### src/rtl/tlc_lamp_monitor.sv
// tlc_lamp_monitor: latches lamp conflicts/invalid codes into a failsafe FAULT; in m1/mt/m2/s_in {r,y,g}, fault_clr; out lamp_m1/mt/m2/s, fault, fault_code {invalid,conflict}; TLC_FAILSAFE_FLASH_EN makes the failsafe red flash
module tlc_lamp_monitor #(
  parameter int STARTUP_CYC = 4,
  parameter int FAULT_FILT = 2,
  parameter int BLINK_HALF = 8
) (
  input  logic       clk,
  input  logic       rst,
  input  logic [2:0] m1_in,
  input  logic [2:0] mt_in,
  input  logic [2:0] m2_in,
  input  logic [2:0] s_in,
  input  logic       fault_clr,
  output logic [2:0] lamp_m1,
  output logic [2:0] lamp_mt,
  output logic [2:0] lamp_m2,
  output logic [2:0] lamp_s,
  output logic       fault,
  output logic [1:0] fault_code
);
  localparam logic [2:0] RED = 3'b100;
  localparam int IW = $clog2(STARTUP_CYC + 1);
  localparam int FW = $clog2(FAULT_FILT + 1);
  typedef enum logic [1:0] {INIT, RUN, FAULT} state_t;
  state_t state;
  logic [IW-1:0] init_cnt;
  logic [FW-1:0] filt;
  logic [1:0] pend, code;
  logic conflict, invalid, viol;
  function automatic logic act(input logic [2:0] b);
    return b == 3'b001 || b == 3'b010;
  endfunction
  function automatic logic bad(input logic [2:0] b);
    return !(b == 3'b100 || b == 3'b010 || b == 3'b001);
  endfunction
  always_comb begin
    conflict = (act(s_in) && (act(m1_in) || act(mt_in) || act(m2_in))) || (act(m2_in) && act(mt_in));
    invalid = bad(m1_in) || bad(mt_in) || bad(m2_in) || bad(s_in);
    viol = conflict || invalid;
    code = {invalid, conflict};
  end
`ifdef TLC_FAILSAFE_FLASH_EN
  localparam int BW = BLINK_HALF > 1 ? $clog2(BLINK_HALF) : 1;
  logic [BW-1:0] bcnt;
  logic phase, wrap, nphase;
  always_comb begin
    wrap = bcnt == BW'(BLINK_HALF - 1);
    nphase = wrap ? ~phase : phase;
  end
`endif
  always_ff @(posedge clk or posedge rst) begin
    if (rst) begin
      state <= INIT;
      {lamp_m1, lamp_mt, lamp_m2, lamp_s} <= {4{RED}};
      fault <= 1'b0;
      fault_code <= 2'b00;
      init_cnt <= '0;
      filt <= '0;
      pend <= 2'b00;
`ifdef TLC_FAILSAFE_FLASH_EN
      bcnt <= '0;
      phase <= 1'b0;
`endif
    end else begin
      case (state)
        INIT: begin
          {lamp_m1, lamp_mt, lamp_m2, lamp_s} <= {4{RED}};
          init_cnt <= init_cnt + 1'b1;
          if (init_cnt == IW'(STARTUP_CYC - 1)) begin
            state <= RUN;
            init_cnt <= '0;
          end
        end
        RUN: begin
          if (!viol) begin
            {lamp_m1, lamp_mt, lamp_m2, lamp_s} <= {m1_in, mt_in, m2_in, s_in};
            filt <= '0;
          end else begin
            pend <= pend | code;
            filt <= (filt == FW'(FAULT_FILT)) ? filt : filt + 1'b1;
            // this edge samples the FAULT_FILT-th consecutive violation
            if (filt == FW'(FAULT_FILT - 1)) begin
              state <= FAULT;
              fault <= 1'b1;
              fault_code <= pend | code;
              {lamp_m1, lamp_mt, lamp_m2, lamp_s} <= {4{RED}};
`ifdef TLC_FAILSAFE_FLASH_EN
              bcnt <= '0;
              phase <= 1'b1;
`endif
            end
          end
        end
        FAULT: begin
          if (fault_clr && !viol) begin
            state <= INIT;
            fault <= 1'b0;
            fault_code <= 2'b00;
            pend <= 2'b00;
            filt <= '0;
            init_cnt <= '0;
            {lamp_m1, lamp_mt, lamp_m2, lamp_s} <= {4{RED}};
`ifdef TLC_FAILSAFE_FLASH_EN
            bcnt <= '0;
            phase <= 1'b0;
          end else begin
            bcnt <= wrap ? '0 : bcnt + 1'b1;
            phase <= nphase;
            {lamp_m1, lamp_mt, lamp_m2, lamp_s} <= {4{nphase ? RED : 3'b000}};
`endif
          end
        end
        default: state <= INIT;
      endcase
    end
  end
endmodule

### config.mk
export PLATFORM = sky130hd
export DESIGN_NAME = tlc_lamp_monitor
export DESIGN_NICKNAME = d
export VERILOG_FILES = /design/src/rtl/tlc_lamp_monitor.sv
export SDC_FILE = /design/constraint.sdc
export NUM_CORES = 1
export LEC_CHECK = 0
export BUFFER_PORTS_ARGS = -buffer_cell sky130_fd_sc_hd__buf_4
export CORE_MARGIN = 2
export CORE_UTILIZATION = 50
export DETAILED_ROUTE_END_ITERATION = 10
export PLACE_DENSITY_LB_ADDON = 0.25
export SYNTH_ARGS = -nofsm -noshare
export SYNTH_HDL_FRONTEND = slang
export SYNTH_SLANG_ARGS = --single-unit
### constraint.sdc
create_clock -name clk -period 1.9 [get_ports clk]
set_input_delay 0.285 -clock clk [delete_from_list [all_inputs] [get_ports clk]]
set_output_delay 0.285 -clock clk [all_outputs]
set_load 0.02 [all_outputs]
==> flow_summary.yaml, run 1 <==
yosys:
  synth_edf_count: 0
  yosys.area.top_type: "dfrtp_1"
  synth.distinct_cells: 45
  synth.yosys.seq_area_share: 0.373
  syn-mean-instance-area_sq_um: 9.27
  synthArstFlopShare: 1.00
  syn-cell-area_sq_mm: 0.00162
  syn-num-nets: 193
  synth_top_area_share: 0.309
  yosysMostFrequentCell: "nand2_1"
  yosysWarnings: 0
  synth_area_leaders: "dfrtp_1, nand2_1, dfstp_2"
  synth_common_cells: "nand2_1, dfrtp_1, nor2_1, inv_1"
  syn-instance-count: 175
  ys_ff_latch: 24
  synthFlopType: "dfrtp_1"
finish:
  num_antenna_cells: 0
  finalNetCount: 229
  drive_above_1_share: 0.333
  final_cell_area_sq_mm: 0.00198
  syn2layout_area_growth_pct: 22.1
  postLayoutCoreUtil: 0.643
  final_cells: 254
clocking:
  cts_num_sinks: 24
  hold_buffers: 0
  clk_latency_ns: 0.32
  clkSlewWorstSetupHoldPaths_ns: 0.13
  postCtsSetupBuffers: 0
  cts_tree: "built"
  cts_resized: 0
  clockBufferDepth: 2
  cts_root_buf: "clkbuf_4"
  cts_max_level: 1
  cts_inserted_buffers: 3
critical_path:
  regToRegEndpoint: "filt[0]"
  critPathCapture: "pend[0]"
  worstPathMaxFanout: 7
  cp_common_cell: "buf_4"
  cp-startpoint: "m2_in[0]"
  path_delay_family: "simple AND/OR/NAND/NOR gates"
  rrSetupSlack_ns: 0.30
  r2r_start: "state[1]"
  cp.depth: 7
  required_ns: 2.10
  critPathKind: "input port to flip-flop"
  cp_slowest_cell: "or4_1"
  arrival_ns: 1.85
  r2r_cells: 4
  crit_buf_inv: 2
  slowest_delay_ns: 0.53
  path_cells: "buf_4, o21ai_1, nand4_2, or4_1, buf_4, nor3_2, o221ai_1"
  cp-end-kind: "flip-flop"
  cp-start-kind: "input port"
drt:
  ant_nets: 0
  wire_per_inst_microns: 14.7
  drt_iter0_markers: 74
  vias: 1406
  drt_first_pass_iters: 4
  drc: 0
  totalWireLength_microns: 3750
  post_drt_via_cell_ratio: 5.54
timing:
  fmax_mhz: 607
  hold_viol: 0
  worst_pin_slew_ns: 0.694
  whs_ns: 0.0538
  finalClockSkew_ns: 0.00134
  setup-violations-final: 0
  slew_headroom: 0.537
  layout_min_cycle_time_ns: 1.65
  fin_crit_sh: 0.867
  slew_violations: 0
  rsz0062_at_grt: "no"
grt:
  grt_max_degree: 19
  grt_pass1_wl_microns: 6400
  antenna_found_initial: 0
  grt_pass1_vias: 1449
  grt_overflow: 0
  grt.total_usage: 0.225
power_and_ir_drop:
  powerDensity_mw_per_mm2: 895
  p_leak_nw: 0.897
  irDropWorstVdd_mv: 0.533
  p_total_mw: 1.77
placement:
  placed_area_sq_mm: 0.00194
  dp_hpwl_microns: 2880
  gp_congestion: 0.943
  io_buffers: 29
  place_inst: 250
die:
  die_y_microns: 61.0
  start_util: 0.527
  fp-row-count: 20
  dieArea_sq_mm: 0.00371
  io_pins: 30
  coreArea_sq_mm: 0.00308
  die_x_microns: 61.0
run:
  cap_viol_max_count: 0
status:
  run_status: "finished clean"
worst_hold_path:
  hold_class: "input port to async pin"
[area by class of cell]
class | count | area, sq um
well taps | 44 | 55.1
repair buffers | 41 | 345
fillers | 278 | 1100
inverters | 10 | 37.5
clock buffers | 4 | 36.3
multi-input cells | 131 | 900
flip-flops and latches | 24 | 606
[placed cells by master (no fill, tap or decap), types with 2 or more instances in the layout]
master    count
nor2_1       15
nand2_1      29
ha_1          3
a31o_2        2
nand4_1       8
dfstp_2       4
mux2i_1       2
nand2b_1      6
dfrtp_1      20
a211oi_2      2
o21ai_0       3
a211oi_1      3
buf_12        3
nor3_2        2
xor2_1        6
or3_1         4
a21oi_1       7
nor2b_1       3
o211ai_2      8
buf_4        38
a22oi_1       6
o22a_1        2
o21ai_1       2
o221ai_1      2
clkbuf_4      3
inv_1        10
[through the flow]
stage | setup WS [ns] | setup TNS (ns)
after floorplan | 0.191 | 0
after global placement | -0.00152 | -0.00276
after detailed placement | -0.0821 | -1.03
after CTS | 0.267 | 0
after global routing | 0.154 | 0
final | 0.253 | 0
[worst reg2reg max path, stage by stage (launching register included)]
cell and delay, ns:
dfrtp_1 0.51, nand2b_1 0.37, or3_1 0.40, a22oi_1 0.15
a31o_2 0.13
[power by group]
part	switching (mW)	total, mW	internal, mW
Combinational	0.469	0.790	0.321
Sequential	0.106	0.703	0.596
Clock	0.161	0.278	0.117
[routing by layer]
metal | GRT usage | routed length, microns | part of all wire | up-vias
met3 | 0.0277 | 127 | 0.034 | 5
met1 | 0.287 | 1630 | 0.43 | 673
met2 | 0.409 | 1950 | 0.52 | 30
li1 | - | - | - | 698
met4 | 0.0466 | 42 | 0.011 | 0
met5 | 0 | 0 | 0 | -
[kinds of logic after synthesis]
group | count (synthesis) | synth area share
buffers and inverters | 20 | 0.0718
multiplexers | 2 | 0.0123
flip-flops | 24 | 0.373
adder cells (fa/ha/maj) | 3 | 0.0232
AND/OR/NAND/NOR | 75 | 0.243
AO/OA/AOI/OAI | 45 | 0.244
XOR/XNOR | 6 | 0.0324
[how the worst min path moves through the flow]
stage	start	endpoint	cells past startpoint
floorplan	rst	fault	1
global placement	rst	init_cnt[0]	2
detailed placement	rst	init_cnt[0]	2
CTS	rst	init_cnt[0]	2
global route	rst	init_cnt[0]	2
finish	rst	init_cnt[0]	2
[flip-flops by register name, summed over array words and instances, names as in the netlist]
signal      count
init_cnt        3
lamp_m1         3
lamp_m2         3
lamp_mt         3
lamp_s          3
fault_code      2
filt            2
pend            2
state           2
fault           1
Power figures use the tool's default switching activity.
==> run 2, diff against run 1 <==
Settings changed: HOLD_SLACK_MARGIN set to 0.06, RECOVER_POWER set to 50.
==> run 2 against run 1 <==
  * Worst setup slack improved by 0.013 ns
  * Critical path depth unchanged
  * Global-route usage unchanged
  * Core utilization decreased by 0.98 points
  * Via count decreased by 0.14%
  * First-iteration DRC count increased by 24%
  * Critical endpoint unchanged
==> flow_summary.yaml, run 2 (synthesized netlist as in run 1, its figures left out) <==
die:
  die_y_microns: 61.0
  start_util: 0.527
  coreArea_sq_mm: 0.00308
  die_x_microns: 61.0
  fp-row-count: 20
  io_pins: 30
  dieArea_sq_mm: 0.00371
finish:
  num_antenna_cells: 0
  finalNetCount: 229
  syn2layout_area_growth_pct: 20.2
  drive_above_1_share: 0.295
  layout_common_cells: "nand2_1, buf_4, dfrtp_1, nor2_1, inv_1"
clocking:
  postCtsSetupBuffers: 0
  cts_resized: 0
  cts_inserted_buffers: 3
  cts_max_level: 1
  cts_tree: "built"
  cts_root_buf: "clkbuf_4"
  clockBufferDepth: 2
  hold_buffers: 0
  clkSlewWorstSetupHoldPaths_ns: 0.13
  clk_latency_ns: 0.32
  cts_num_sinks: 24
power_and_ir_drop:
  power_frac_seq: 0.401
  combPwrFrac: 0.442
  p_leak_nw: 0.867
  p_sw_uw: 731
  irDropWorstVdd_mv: 0.532
  power.share.clock: 0.157
  powerDensity_mw_per_mm2: 901
  intPower_mw: 1.03
  netSwitchingFraction: 0.416
placement:
  gp_congestion: 0.943
  dp_hpwl_microns: 2880
  pre_cts_slack_ns: -0.0821
  io_buffers: 29
grt:
  grt_pass1_wl_microns: 6400
  grt_max_degree: 19
  grt_pass1_vias: 1449
  grt.total_usage: 0.225
  grt_overflow: 0
  antenna_found_initial: 0
drt:
  vias: 1404
  totalWireLength_microns: 3730
  ant_nets: 0
  wire_per_inst_microns: 14.7
  drt_iter0_markers: 92
  drc: 0
  post_drt_via_cell_ratio: 5.53
  drt_first_pass_iters: 4
status:
  run_status: "finished clean"
timing:
  finalClockSkew_ns: 0.00134
  worst_slack_ns: 0.266
  layout_min_cycle_time_ns: 1.63
  hold_viol: 0
  rsz0062_at_grt: "no"
  worst_pin_slew_ns: 0.693
  setup-violations-final: 0
  fin_crit_sh: 0.860
  fmax_mhz: 612
  finalSetupTns_ns: 0
  slew_headroom: 0.537
  slew_violations: 0
critical_path:
  rrSetupSlack_ns: 0.30
  worstPathMaxFanout: 7
  cp-end-kind: "flip-flop"
  critPathKind: "input port to flip-flop"
  cp-start-kind: "input port"
  arrival_ns: 1.83
  required_ns: 2.10
run:
  cap_viol_max_count: 0
worst_hold_path:
  hold_class: "input port to async pin"
## run 2: cell count changes in the layout (fill, tap and decap cells not counted)
cell / before / now
buf_4: 38 / 29
clkbuf_1: 0 / 8
clkbuf_4: 3 / 4
## run 2: path summary, 6_finish.rpt
kind                       cells after the start   startpoint          end
max in group asynchronous                      3          rst   lamp_m2[1]
min reg2reg                                    2  init_cnt[2]  init_cnt[2]
max                                            7     m2_in[0]      pend[0]
max reg2reg                                    4     state[1]      filt[0]
min in group clk                               3     mt_in[2]   lamp_mt[2]
min                                            2          rst  init_cnt[0]
## run 2: metrics by stage
step	std cells	utilization	hold WS [ns]	area (sq um)	power (mW)
2_1_floorplan	175	-	0.297	1620	1.29
3_3_place_gp	250	0.631	0.417	1940	1.44
3_5_place_dp	250	0.631	0.445	1940	1.50
4_1_cts	254	0.643	0.0905	1980	1.78
5_1_grt	254	0.633	0.119	1950	1.91
6_report	254	0.633	0.0573	1950	1.76
## run 2: power groups by stage
stage / logic, mW / clock network, mW / registers (mW)
after floorplan: 0.602 / 0 / 0.684
after global placement: 0.741 / 0 / 0.699
after detailed placement: 0.788 / 0 / 0.712
after CTS: 0.791 / 0.284 / 0.702
after global routing: 0.884 / 0.305 / 0.723
final: 0.777 / 0.276 / 0.704
## run 2: worst max-delay path, cell delays in order
cell and delay, ns:
buf_4 0.13, o21ai_1 0.19, nand4_2 0.17, or4_1 0.52
buf_4 0.19, nor3_2 0.20, o221ai_1 0.14
## run 2: routing by layer
layer | vias up | track usage | routed length (microns)
met5 | - | 0 | 0
met4 | 0 | 0.0466 | 42
li1 | 699 | - | -
met2 | 27 | 0.409 | 1960
met3 | 5 | 0.0277 | 103
met1 | 673 | 0.287 | 1630
## run 2: cell type report
cell class              instances  area, sq um
repair buffers                 41          315
fillers                       287         1130
inverters                      10         37.5
clock buffers                   4         36.3
flip-flops and latches         24          606
well taps                      44         55.1
multi-input cells             131          900
